===== config.mk =====
export PLATFORM = sky130hd
export DESIGN_NAME = cacheline_adaptor
export DESIGN_NICKNAME = d
export VERILOG_FILES = /design/src/rtl/cacheline_adaptor.sv
export SDC_FILE = /design/constraint.sdc
export NUM_CORES = 1
export LEC_CHECK = 0
export BUFFER_PORTS_ARGS = -buffer_cell sky130_fd_sc_hd__buf_2
export CAP_MARGIN = 40
export CORE_AREA = 2 2 279 281
export DETAILED_ROUTE_END_ITERATION = 8
export DIE_AREA = 0 0 281 283
export HOLD_SLACK_MARGIN = 0.06
export PLACE_DENSITY = 0.41
export SYNTH_ARGS = -nofsm -noshare
export SYNTH_HDL_FRONTEND = slang
export SYNTH_SLANG_ARGS = --single-unit

===== constraint.sdc =====
create_clock -name clk -period 5.4 [get_ports clk]
set_clock_uncertainty 0.2 [all_clocks]
set_input_delay 1.08 -clock clk [delete_from_list [all_inputs] [get_ports clk]]
set_output_delay 1.08 -clock clk [all_outputs]
set_load 0.01 [all_outputs]

===== src/rtl/cacheline_adaptor.sv =====
// Bridges a 256-bit cache line port to a 64-bit burst memory: fills gather beats, writebacks split them.
// Request to IDLE is at least 6 cycles; the memory paces each beat with resp_i, and resp_o pulses once per line.
module cacheline_adaptor #(
  parameter int line_width  = 256,
  parameter int burst_width = 64
) (
  input  logic                   clk,
  input  logic                   rst_n,
  input  logic [line_width-1:0]  line_i,
  output logic [line_width-1:0]  line_o,
  input  logic [31:0]            address_i,
  input  logic                   read_i,
  input  logic                   write_i,
  output logic                   resp_o,
  input  logic [burst_width-1:0] burst_i,
  output logic [burst_width-1:0] burst_o,
  output logic [31:0]            address_o,
  output logic                   read_o,
  output logic                   write_o,
  input  logic                   resp_i
);

  localparam int beats = line_width / burst_width;
  localparam int cw    = (beats > 1) ? $clog2(beats) : 1;
  localparam logic [cw-1:0] last_cnt = cw'(beats - 1);

  localparam logic [1:0] IDLE  = 2'd0;
  localparam logic [1:0] READ  = 2'd1;
  localparam logic [1:0] WRITE = 2'd2;
  localparam logic [1:0] DONE  = 2'd3;

  logic [1:0]            state;
  logic [cw-1:0]         cnt;
  logic [line_width-1:0] line_q;
  logic [31:0]           addr_q;

  always_ff @(posedge clk or negedge rst_n) begin
    if (!rst_n) begin
      state  <= IDLE;
      cnt    <= '0;
      line_q <= '0;
      addr_q <= '0;
    end else begin
      case (state)
        IDLE: begin
          // Writeback wins over fill when the cache raises both.
          if (write_i) begin
            line_q <= line_i;
            addr_q <= {address_i[31:5], 5'b0};
            cnt    <= '0;
            state  <= WRITE;
          end else if (read_i) begin
            addr_q <= {address_i[31:5], 5'b0};
            cnt    <= '0;
            state  <= READ;
          end
        end
        READ: begin
          if (resp_i) begin
            line_q[int'(cnt)*burst_width +: burst_width] <= burst_i;
            if (cnt == last_cnt) begin
              cnt   <= '0;
              state <= DONE;
            end else begin
              cnt <= cnt + cw'(1);
            end
          end
        end
        WRITE: begin
          if (resp_i) begin
            if (cnt == last_cnt) begin
              cnt   <= '0;
              state <= DONE;
            end else begin
              cnt <= cnt + cw'(1);
            end
          end
        end
        default: state <= IDLE;
      endcase
    end
  end

  assign read_o    = (state == READ);
  assign write_o   = (state == WRITE);
  assign resp_o    = (state == DONE);
  assign address_o = addr_q;
  assign line_o    = line_q;
  // Only combinational path: the outgoing beat follows the counter.
  assign burst_o   = line_q[int'(cnt)*burst_width +: burst_width];

endmodule

**After elaboration in Yosys (flattened, before gate mapping)**

Index checks and enable logic that the tools add are counted.

- Flip-flop bits (word level): 292
- Input bits: 357
- Output and inout port bits: 355
- Logic and storage cells: 43

- $add $sub $neg: 2
- Equal/unequal tests: 9
- Shift operators: 3
- Muxes and demuxes: 16
- Reductions and logical operators: 9

Operators by type and width:

| cell | count |
|---|---|
| $mux 256 | 2 |
| $pmux 256 s2 | 1 |
| $bwmux 256 | 1 |
| $shift 64x33->256 const A | 1 |
| $shiftx 256x9->64 | 1 |
| $shiftx 64x33->256 | 1 |
| $mux 32 | 2 |
| $neg 8->33 | 1 |
| $mux 2 | 8 |
| $reduce_and 3->1 | 3 |
| $pmux 2 s2 | 2 |
| $eq 2x2->1 const B | 3 |
| $ne 2x1->1 const B | 3 |
| $reduce_bool 2->1 | 3 |
| $ne 3x3->1 const B | 1 |
| $add 2x1->2 const B | 1 |
| $eq 2x1->1 const B | 1 |
| $logic_not 2->1 | 1 |
| $ne 2x2->1 const B | 1 |
| $reduce_and 2->1 | 1 |
| $reduce_or 2->1 | 1 |

**Longest topological paths before layout**

- Depth after elaboration: 5
- Depth in mapped cells: 10
- Gate-level depth less buffers: 5

**Worst setup path after synthesis**

No wires, ideal clock.

- Path kind: register -> output
- Start: register cnt[0]
- End: output burst_o[0]
- Data arrival time: 1.670 ns
- Data required time: 4.120 ns
- Setup slack: 2.450 ns
- Stages on the path, launching flop included: 5
- Path buffers: 3
- Cell sequence: dfrtp_1 clkbuf_1 buf_2 buf_2 mux4_2

- Cells in the longest elaborated chain, start to end: 1

RTL lines:

| element | line | text |
|---|---|---|
| start, declared | 33 | `logic [cw-1:0] cnt;` |
| start signal, assigned | 65 | `cnt <= cnt + cw'(1);` |
| start signal, assigned | 75 | `cnt <= cnt + cw'(1);` |
| $shiftx 256x9->64 | 90 | `assign burst_o = line_q[int'(cnt)*burst_width +: burst_width];` |
| end, declared | 16 | `output logic [burst_width-1:0] burst_o,` |

Every way passes these cells.

**Worst setup path in the final report**

- Start: register cnt[0]
- End: output burst_o[12]

Same word-level chain as after synthesis.

==> impl_results.md <==
- Status: finished, final reports clean
- Cells after synthesis: between 1000 and 1500
- CTS tree: done
- Minimum clock period: 4070 ps
- GR Util met1: 0.218
- HP Start: address_o[28]
- Starting density of the core: 0.212
- Residual DRC: 0
- Initial antenna violation count: 14
- Core Area: 76700 um^2
- Fmax: 246 MHz
- WS Path Type: flip-flop to output port
- RR Startpoint: cnt[1]
- Via density per instance: 4.89
- Number of routed nets with antenna violations: 0
- Clock Path Buffers: 3
- Vias in the first global route: 15100
- Final core occ: 0.289
- Largest net degree at the start of global routing: 102
- Post-Route WL: about 77000 um
- CP top delay family: buffers and inverters
- VDD IR-drop max: about 360 uV
- DP HPWL: approximately 53000 um
- Setup TNS: 0 ps
- Clk pin slew, worst setup/hold paths: approximately 60 ps
- Synthesized area: around 16000 um^2
- Worst setup margin: approximately 1300 ps
- CP endpoint kind: output port
- Max-Cap Viols: 0
- PortBufs: ~700
- Syn Area/Cell: 13.4 um^2
- Register area share after synthesis: 0.442
- Final nets: between 2000 and 2500
- Area added between synthesis and finish: 36.3%
- RSZ-0062 raised after global routing: false
- Critical Path Start Type: flip-flop
- CTS buffer count: 40
- Chip width: about 280 um
- Row Count: 102
- Initial DRT Pass Iterations: 5
- GR Util met2: 0.328
- Busiest grt layer: met2
- Post-synth EDFFs: 0
- GR Util All Layers: 0.185
- Synth area leader: dfrtp_1
- Fill count: 8094
- Buffers and inverters on the worst path: 2
- Sink Count: between 200 and 300
- Area occupied by multi-input gates: around 8400 um^2
- Endpoints failing hold: 0
- Crit path max fanout: 31
- Most common cell in the synthesized netlist: dfrtp_1
- IO Pins: between 700 and 800
- First-pass GRT wire length: between 100000 and 150000 um
- Period Utilization, post-route: 0.753
- Final setup viols: 0
- Largest cells by area after synthesis: dfrtp_1 (44%), mux2_2 (20%), mux4_2 (8.9%), a41o_1 (7.9%), a32o_1 (7.8%)
- Ys async rst share: 1.00
- Slew HR: 0.393
- GR Util met3: 0.0420
- Worst skew pair latency: roughly 540 ps
- Synth top area share: 0.442
- H-tree depth: 2
- # resized after CTS: 0
- Worst path slowest cell: dfrtp_4
- Total Power: between 15 and 20 mW
- GR Overflow Total: 0
- Clock root buffer: clkbuf_16
- Storage cell area: 7190 um^2
- GP Congestion: approximately 0.81
- Worst hold path type: flip-flop to flip-flop
- Post-synthesis cell type count: 26
- Die height: 283 um
- Worst-margin pin slew: slightly above 900 ps
- DRT iter0 DRCs: ~730
- Placement Setup Slack: approximately 1600 ps
- Setup bufs post-CTS: 0
- Crit-path cells: buf_4, mux4_2, buf_2
- Most frequent cells after synthesis: dfrtp_1 (287), mux2_2 (283), nor2b_1 (135)
- Crit path DAT: ~2800 ps
- Seq cells post-synth: 287
- Synth Warn #: 0
- Avg WL per Cell: between 20 and 30 um
- Leakage: around 11 nW
- Share of layout cells above drive strength 1: 0.619
- Primary FF master, synth: dfrtp_1
- CP startpoint: cnt[0]
- Max stage delay on crit path: 690 ps
- Final slew viol count: 0
- Worst endpoint required time: approximately 4000 ps
- Area of the die: around 80000 um^2
- Vias: between 10000 and 15000
- Pwr Density: about 700 nW/um^2
- Hold_buf cts: 0
[final timing paths]
path | to | depth (start not counted) | slack [ps]
min in group asynchronous | line_o[194] | 1 | 380
hold / removal | address_o[28] | 1 | 300
max in group asynchronous | line_o[49] | 2 | 3490
setup / recovery | burst_o[12] | 3 | 1330
hold reg to reg | address_o[28] | 1 | 300
setup reg to reg | line_o[31] | 7 | 1780
[cells in the final DEF, fill, tap and decap left out, types with 6 or more instances in the layout]
cell type	Yosys	routed
buf_2	17	700
dfrtp_1	287	285
mux2_2	283	283
nor2b_1	135	130
a41o_1	128	128
a32o_1	127	127
mux4_2	64	64
clkbuf_16	0	41
buf_4	15	27
diode_2	0	12
clkbuf_8	0	9
clkbuf_1	91	9
buf_12	0	8
ha_1	9	7
nand2_1	6	6
[flip-flops by register name, indices dropped and copies added, names as in the netlist]
signal,cells
address_o,27
cnt,2
state,2
line_o,256
[stage by stage]
stage / instances / instance area, um^2 / hold WS [ps]
after CTS: 2916 / 22100 / 300
after global placement: 2843 / 20800 / 284
final: 2928 / 22200 / 297
after detailed placement: 2848 / 20900 / 287
after floorplan: 1215 / 16300 / 334
after global routing: 2924 / 22100 / 322
[metal layers]
layer	routed length (um)	part of all wire	up-vias
met5	42	0.00055	-
met4	2250	0.029	6
met3	4960	0.065	124
met2	39300	0.51	599
met1	30100	0.39	7477
li1	-	-	6124
[layout make-up]
type	instances	share of cell area
Clock inverter	9	0.00254
Antenna cell	12	0.00136
Clock buffer	59	0.0534
Tap cell	1040	0.0587
Sequential cell	287	0.325
Multi-Input combinational cell	777	0.381
Timing Repair Buffer	738	0.178
Inverter	6	0.00113
[power breakdown]
part	total [mW]	internal, mW	switching, mW	leakage [nW]
clock network	2.54	1.51	1.03	0.605
logic	8.72	4.04	4.68	6.55
registers	4.29	3.26	1.04	3.52
total	15.5	8.80	6.75	10.7
[cells by family (layout without fill, tap and decap cells)]
logic type               after synthesis  after routing  synth area share
buffers and inverters                151            812            0.0466
other                                  1             17          0.000231
adder cells (fa/ha/maj)                9              9           0.00693
AND/OR/NAND/NOR                      147            147            0.0555
AO/OA/AOI/OAI                        264            264             0.161
flip-flops                           287            287             0.442
multiplexers                         352            352             0.288
Note: power is estimated with default switching activity, not from simulation.
